## src/rtl/burst_seq_ctrl.sv

```systemverilog
// Burst command sequencer driving a loadable up-counter and streaming its value as addresses.
// Optional abort input enabled by defining BURST_ABORT_EN.
module burst_seq_ctrl #(
    parameter int unsigned width     = 8,
    parameter int unsigned len_width = 8
) (
    input  logic                 clk,
    input  logic                 rst_n,
    input  logic                 i_cmd_valid,
    output logic                 o_cmd_ready,
    input  logic [width-1:0]     i_cmd_start,
    input  logic [len_width-1:0] i_cmd_len,
    output logic                 o_set_en,
    output logic                 o_count_en,
    output logic [width-1:0]     o_data,
    input  logic [width-1:0]     i_number,
    output logic                 o_addr_valid,
    input  logic                 i_addr_ready,
    output logic [width-1:0]     o_addr,
    output logic                 o_last,
    output logic                 o_done
`ifdef BURST_ABORT_EN
    ,
    input  logic                 i_abort
`endif
);

    typedef enum logic [1:0] {
        IDLE = 2'd0,
        LOAD = 2'd1,
        RUN  = 2'd2,
        DONE = 2'd3
    } state_t;

    localparam logic [len_width-1:0] ONE_BEAT = len_width'(1);

    state_t               state, state_n;
    logic [len_width-1:0] beats_q, beats_n;
    logic [width-1:0]     start_q, start_n;

    logic cmd_ready;
    logic set_en;
    logic count_en;
    logic addr_valid;
    logic last;
    logic done;
    logic abort;

    always_ff @(posedge clk) begin
        if (!rst_n) begin
            state   <= IDLE;
            beats_q <= '0;
            start_q <= '0;
        end else begin
            state   <= state_n;
            beats_q <= beats_n;
            start_q <= start_n;
        end
    end

    always_comb begin
        state_n    = state;
        beats_n    = beats_q;
        start_n    = start_q;
        cmd_ready  = 1'b0;
        set_en     = 1'b0;
        count_en   = 1'b0;
        addr_valid = 1'b0;
        last       = 1'b0;
        done       = 1'b0;
        abort      = 1'b0;
`ifdef BURST_ABORT_EN
        abort = i_abort && ((state == LOAD) || (state == RUN));
`endif

        case (state)
            IDLE: begin
                cmd_ready = 1'b1;
                if (i_cmd_valid) begin
                    start_n = i_cmd_start;
                    beats_n = i_cmd_len;
                    state_n = (i_cmd_len == '0) ? DONE : LOAD;
                end
            end
            LOAD: begin
                set_en  = 1'b1;
                state_n = abort ? DONE : RUN;
            end
            RUN: begin
                addr_valid = 1'b1;
                last       = (beats_q == ONE_BEAT);
                // An abort swallows any handshake in the same cycle.
                if (abort) begin
                    state_n = DONE;
                end else if (i_addr_ready) begin
                    count_en = 1'b1;
                    beats_n  = beats_q - ONE_BEAT;
                    if (beats_q == ONE_BEAT) begin
                        state_n = DONE;
                    end
                end
            end
            DONE: begin
                done    = 1'b1;
                state_n = IDLE;
            end
            default: state_n = IDLE;
        endcase
    end

    // Outputs forced low while reset is held, independent of the stored state.
    assign o_cmd_ready  = rst_n & cmd_ready;
    assign o_set_en     = rst_n & set_en;
    assign o_count_en   = rst_n & count_en;
    assign o_addr_valid = rst_n & addr_valid;
    assign o_last       = rst_n & last;
    assign o_done       = rst_n & done;
    assign o_data       = rst_n ? start_q : '0;
    assign o_addr       = i_number;

endmodule

```

## config.mk

```make
export PLATFORM = sky130hd
export DESIGN_NAME = burst_seq_ctrl
export DESIGN_NICKNAME = d
export VERILOG_FILES = /design/src/rtl/burst_seq_ctrl.sv
export SDC_FILE = /design/constraint.sdc
export NUM_CORES = 1
export LEC_CHECK = 0
export CAP_MARGIN = 5
export CORE_MARGIN = 1.5
export CORE_UTILIZATION = 42
export DETAILED_ROUTE_END_ITERATION = 7
export PLACE_DENSITY_LB_ADDON = 0.25
export SETUP_SLACK_MARGIN = 0.4
export SLEW_MARGIN = 20
export SYNTH_ARGS = -nofsm -noshare
export SYNTH_HDL_FRONTEND = slang
export SYNTH_SLANG_ARGS = --single-unit
```

## constraint.sdc

```tcl
create_clock -name clk -period 2 [get_ports clk]
set_input_delay 0.4 -clock clk [delete_from_list [all_inputs] [get_ports clk]]
set_output_delay 0.4 -clock clk [all_outputs]
set_load 0.05 [all_outputs]
```

==> results by stage <==
Outcome:
- The run finished with clean final reports.

Clock network:
- The root buffer cell chosen for the clock tree is clkbuf_4.
- The count of hold-fix buffers inserted at cts is 0.
- The clock passes through at most 2 buffers.
- The number of clock sinks is 18.
- TritonCTS built the clock tree.
- Counting the buffers created by CTS gives 3.
- CTS built an H-tree with a depth of 1.
- The worst-skew pair later-pin latency is 0.30 ns.
- After clock tree synthesis, the clock-pin slew on the worst setup and hold paths is 0.11 ns.

Synth:
- Yosys mapped the design onto 35 distinct sky130hd cell types.
- In the synthesized netlist the async set-or-reset flop fraction comes to 0%.
- After synthesis the cells add up to 0.001181 mm^2.
- Sorting the synthesized cells by how often they occur yields dfxtp_1 (18), nand2_1 (17), a21oi_1 (15).
- The synthesized design contains 0 enable-type register cells.
- Yosys instantiated no cell more often than dfxtp_1.
- Synthesis produced a netlist with a net count of 188.
- The number of warnings printed during yosys synthesis is 0.
- The share of the yosys chip area belonging to registers is 30.51%.
- The largest area contributor in the synthesized netlist is dfxtp_1.
- The synthesized instance count is 153.
- Synthesis inferred 18 register bits.
- A synthesized cell averages 7.720 um^2.
- Ranked by total cell area, the synthesized netlist is headed by dfxtp_1 (31%), ha_1 (7.4%), a21oi_1 (6.4%), and2_1 (6.4%), buf_4 (5.7%).
- The share of Yosys cell area claimed by the top area cell type is 30.51%.
- The most frequently used flop master after synthesis is dfxtp_1.

Worst setup path:
- The signal arrival time at the worst endpoint is 1.48 ns.
- The worst setup path is captured at an output pin.
- Of all nets on the critical path, the largest fanout is 11.
- The slowest stage of the critical path belongs to the cell dfxtp_4.
- The cell family contributing the most delay on the critical path is flip-flops.
- The signal on the critical path passes through inv_1 > ha_2 > buf_6 > and2_2 > buf_12.
- The startpoint identified for the worst register-to-register timing path is state[0].
- The category of the worst setup path launch point is a register.
- The largest stage delay on the critical path is 0.38 ns.
- The number of buffer and inverter instances along the worst setup path is 3.
- The number of cell instances on the worst register-to-register path is 7.
- The data required time at the worst endpoint is 1.60 ns.
- The critical setup path kind is register to output pin.
- The worst reg2reg path endpoint is beats_q[7].
- The worst reg-to-reg setup slack is 0.41 ns.

Drt:
- Once detail routing completed, the nets flagged for antenna violations numbered 0.
- For this run, the detailed router's first-pass iteration total came to 4.
- The detailed-route vias per instance is 5.606.
- In the final routed layout, each cell accounts on average for 16.02 um.
- The number of DRC markers in iteration 0 is 31.
- Wires add up to 3540 um.
- For this block, the via count after detailed routing is 1239.
- After detailed routing, the number of remaining DRC violations is 0.

Layout:
- The number of filler cells placed in the layout is 197.
- The repair_antennas step left the layout with diodes totalling 0.
- The number of nets at the end of the flow is 227.
- In the final layout, the share of cells above drive strength 1 is 34.21%.
- The area growth from synthesis to layout is 62.50%.

Power:
- The highest ir drop seen on vdd is 0.8482 mV.
- Power spread over the standard cell area amounts to 1271 mW/mm^2.
- For this design the static power due to leakage is 0.7497 nW.
- The design draws 0.002440 W.

STA:
- The final critical path takes up 93.87% of the cycle.
- Derived from the worst setup path, the maximum achievable clock frequency is 0.5326 GHz.
- Setup repair after global routing could not meet its margin everywhere.
- The number of hold violations in the final report is 0.
- The remaining max-slew budget at the tightest pin is 70.37%.
- Hold is met by 0.4570 ns.
- Setup violations remaining at the end of the flow were counted as 0.
- The max-slew violation count is 0.
- The setup clock skew after layout is 0.009226 ns.
- The shortest period the worst path allows is 1.877 ns.
- The final total negative setup slack is 0 ns.
- For the pin with the worst max-slew slack, the measured transition is 0.4439 ns.

Placement:
- Detailed placement finished with a half-perimeter wire length of 2184 um.
- The count of buffers added on input and output ports is 33.
- The global placement routability congestion is 0.8666.

Global routing:
- The largest net degree at the start of global routing is 19.
- The first global-routing pass estimated 5292 um of wire.
- The initial antenna violation count came to 0.
- After global routing the overflow that remains totals 0.
- The total global routing track utilization is 20.84%.
- The via count of the first global-routing pass is 1218.

Die:
- The initial core utilization is 43.58%.
- The overall die height is 56.03 um.
- 50 I/O pins were placed.
- The die outline area is 0.003139 mm^2.
- Measured along the x axis, the die boundary spans 56.03 um.
- The standard-cell row count is 19.
- The core box area is 0.002710 mm^2.

Min path:
- The cell depth of the worst min-delay path is 2.
- The startpoint identified for the worst hold timing path is start_q[3].
- The worst hold path belongs to the class register to register.
- The terminating pin of the worst hold path is start_q[3].

Job:
- The max-capacitance violation count is 0.
-- metrics by stage --
stage | cell area (um^2) | std cells | worst slack, ns | util [%]
final | 1919 | 221 | 0.1226 | 70.82
after global routing | 1919 | 221 | 0.07103 | 70.82
after CTS | 1823 | 216 | 0.1057 | 67.27
after detailed placement | 1675 | 206 | 0.05105 | 61.82
after global placement | 1675 | 206 | 0.07130 | 61.82
after floorplan | 1231 | 153 | -0.01115 | -
-- power by group --
group	internal (W)	leakage (nW)	switching, W	total, W
Combinational	0.000832	0.587	0.000817	0.00165
Sequential	0.000475	0.149	0.000126	0.000602
Clock	0.0000702	0.0138	0.000119	0.000189
Total	0.00138	0.750	0.00106	0.00244
-- placed cells by master (no fill, tap or decap), types with 5 or more instances in the layout --
cell type and instances:
buf_12 15, a21oi_1 14, and2_2 7, nor2_1 7
a31oi_1 5, inv_1 5, buf_6 7, nand3_1 9
buf_4 8, nor2b_1 5, clkdlybuf4s50_1 18, nand2_1 17
dfxtp_1 16
-- cell type report --
type	count	area, um^2	area share [%]
Timing Repair Buffer	50	660.6	34.42
Sequential cell	18	365.4	19.04
Tap cell	31	38.79	2.021
Multi-Input combinational cell	113	807.0	42.05
Inverter	6	25.02	1.304
Clock buffer	3	22.52	1.173
-- how the worst max path moves through the flow --
stage                   from  cells after the start          end
global placement       rst_n                      5       o_last
CTS                 state[0]                      6       o_last
floorplan           state[0]                      7       o_last
finish              state[1]                      5  o_cmd_ready
detailed placement     rst_n                      5       o_last
global route        state[0]                      6       o_last
-- cells by family after synthesis --
group,Yosys count,synth area share [%]
mux,4,3.496
compound gates,30,15.15
simple gates,71,33.05
fa+ha+maj,7,7.415
buf+inv,23,10.38
flops,18,30.51
-- state kept, by name, indices dropped and copies added, names as in the netlist --
register,flops
state,2
beats_q,8
start_q,8
-- repair_timing --
| item | CTS | global route |
|---|---|---|
| pin swaps | 1 | 4 |
| setup buffers | 6 | 3 |
| gates cloned | 1 | 2 |
| endpoints found under the setup margin | 18 | 23 |
| gates resized for setup | 14 | 19 |
-- metal layers --
layer / wire length [um] / track usage (%) / share of wire (%) / vias to the layer above
li1: - / - / - / 595
met1: 1348 / 22.06 / 38 / 571
met2: 1799 / 37.31 / 51 / 60
met3: 315 / 7.442 / 8.9 / 13
met4: 76 / 8.163 / 2.1 / 0
met5: 0 / 0 / 0 / -
-- tightest hold or removal path: cells and delay by family, from the launching register on --
family,cells,cell delay [ns]
simple gates,1,0.05
compound gates,1,0.05
flops,1,0.32
(Power assumes the default switching activity.)
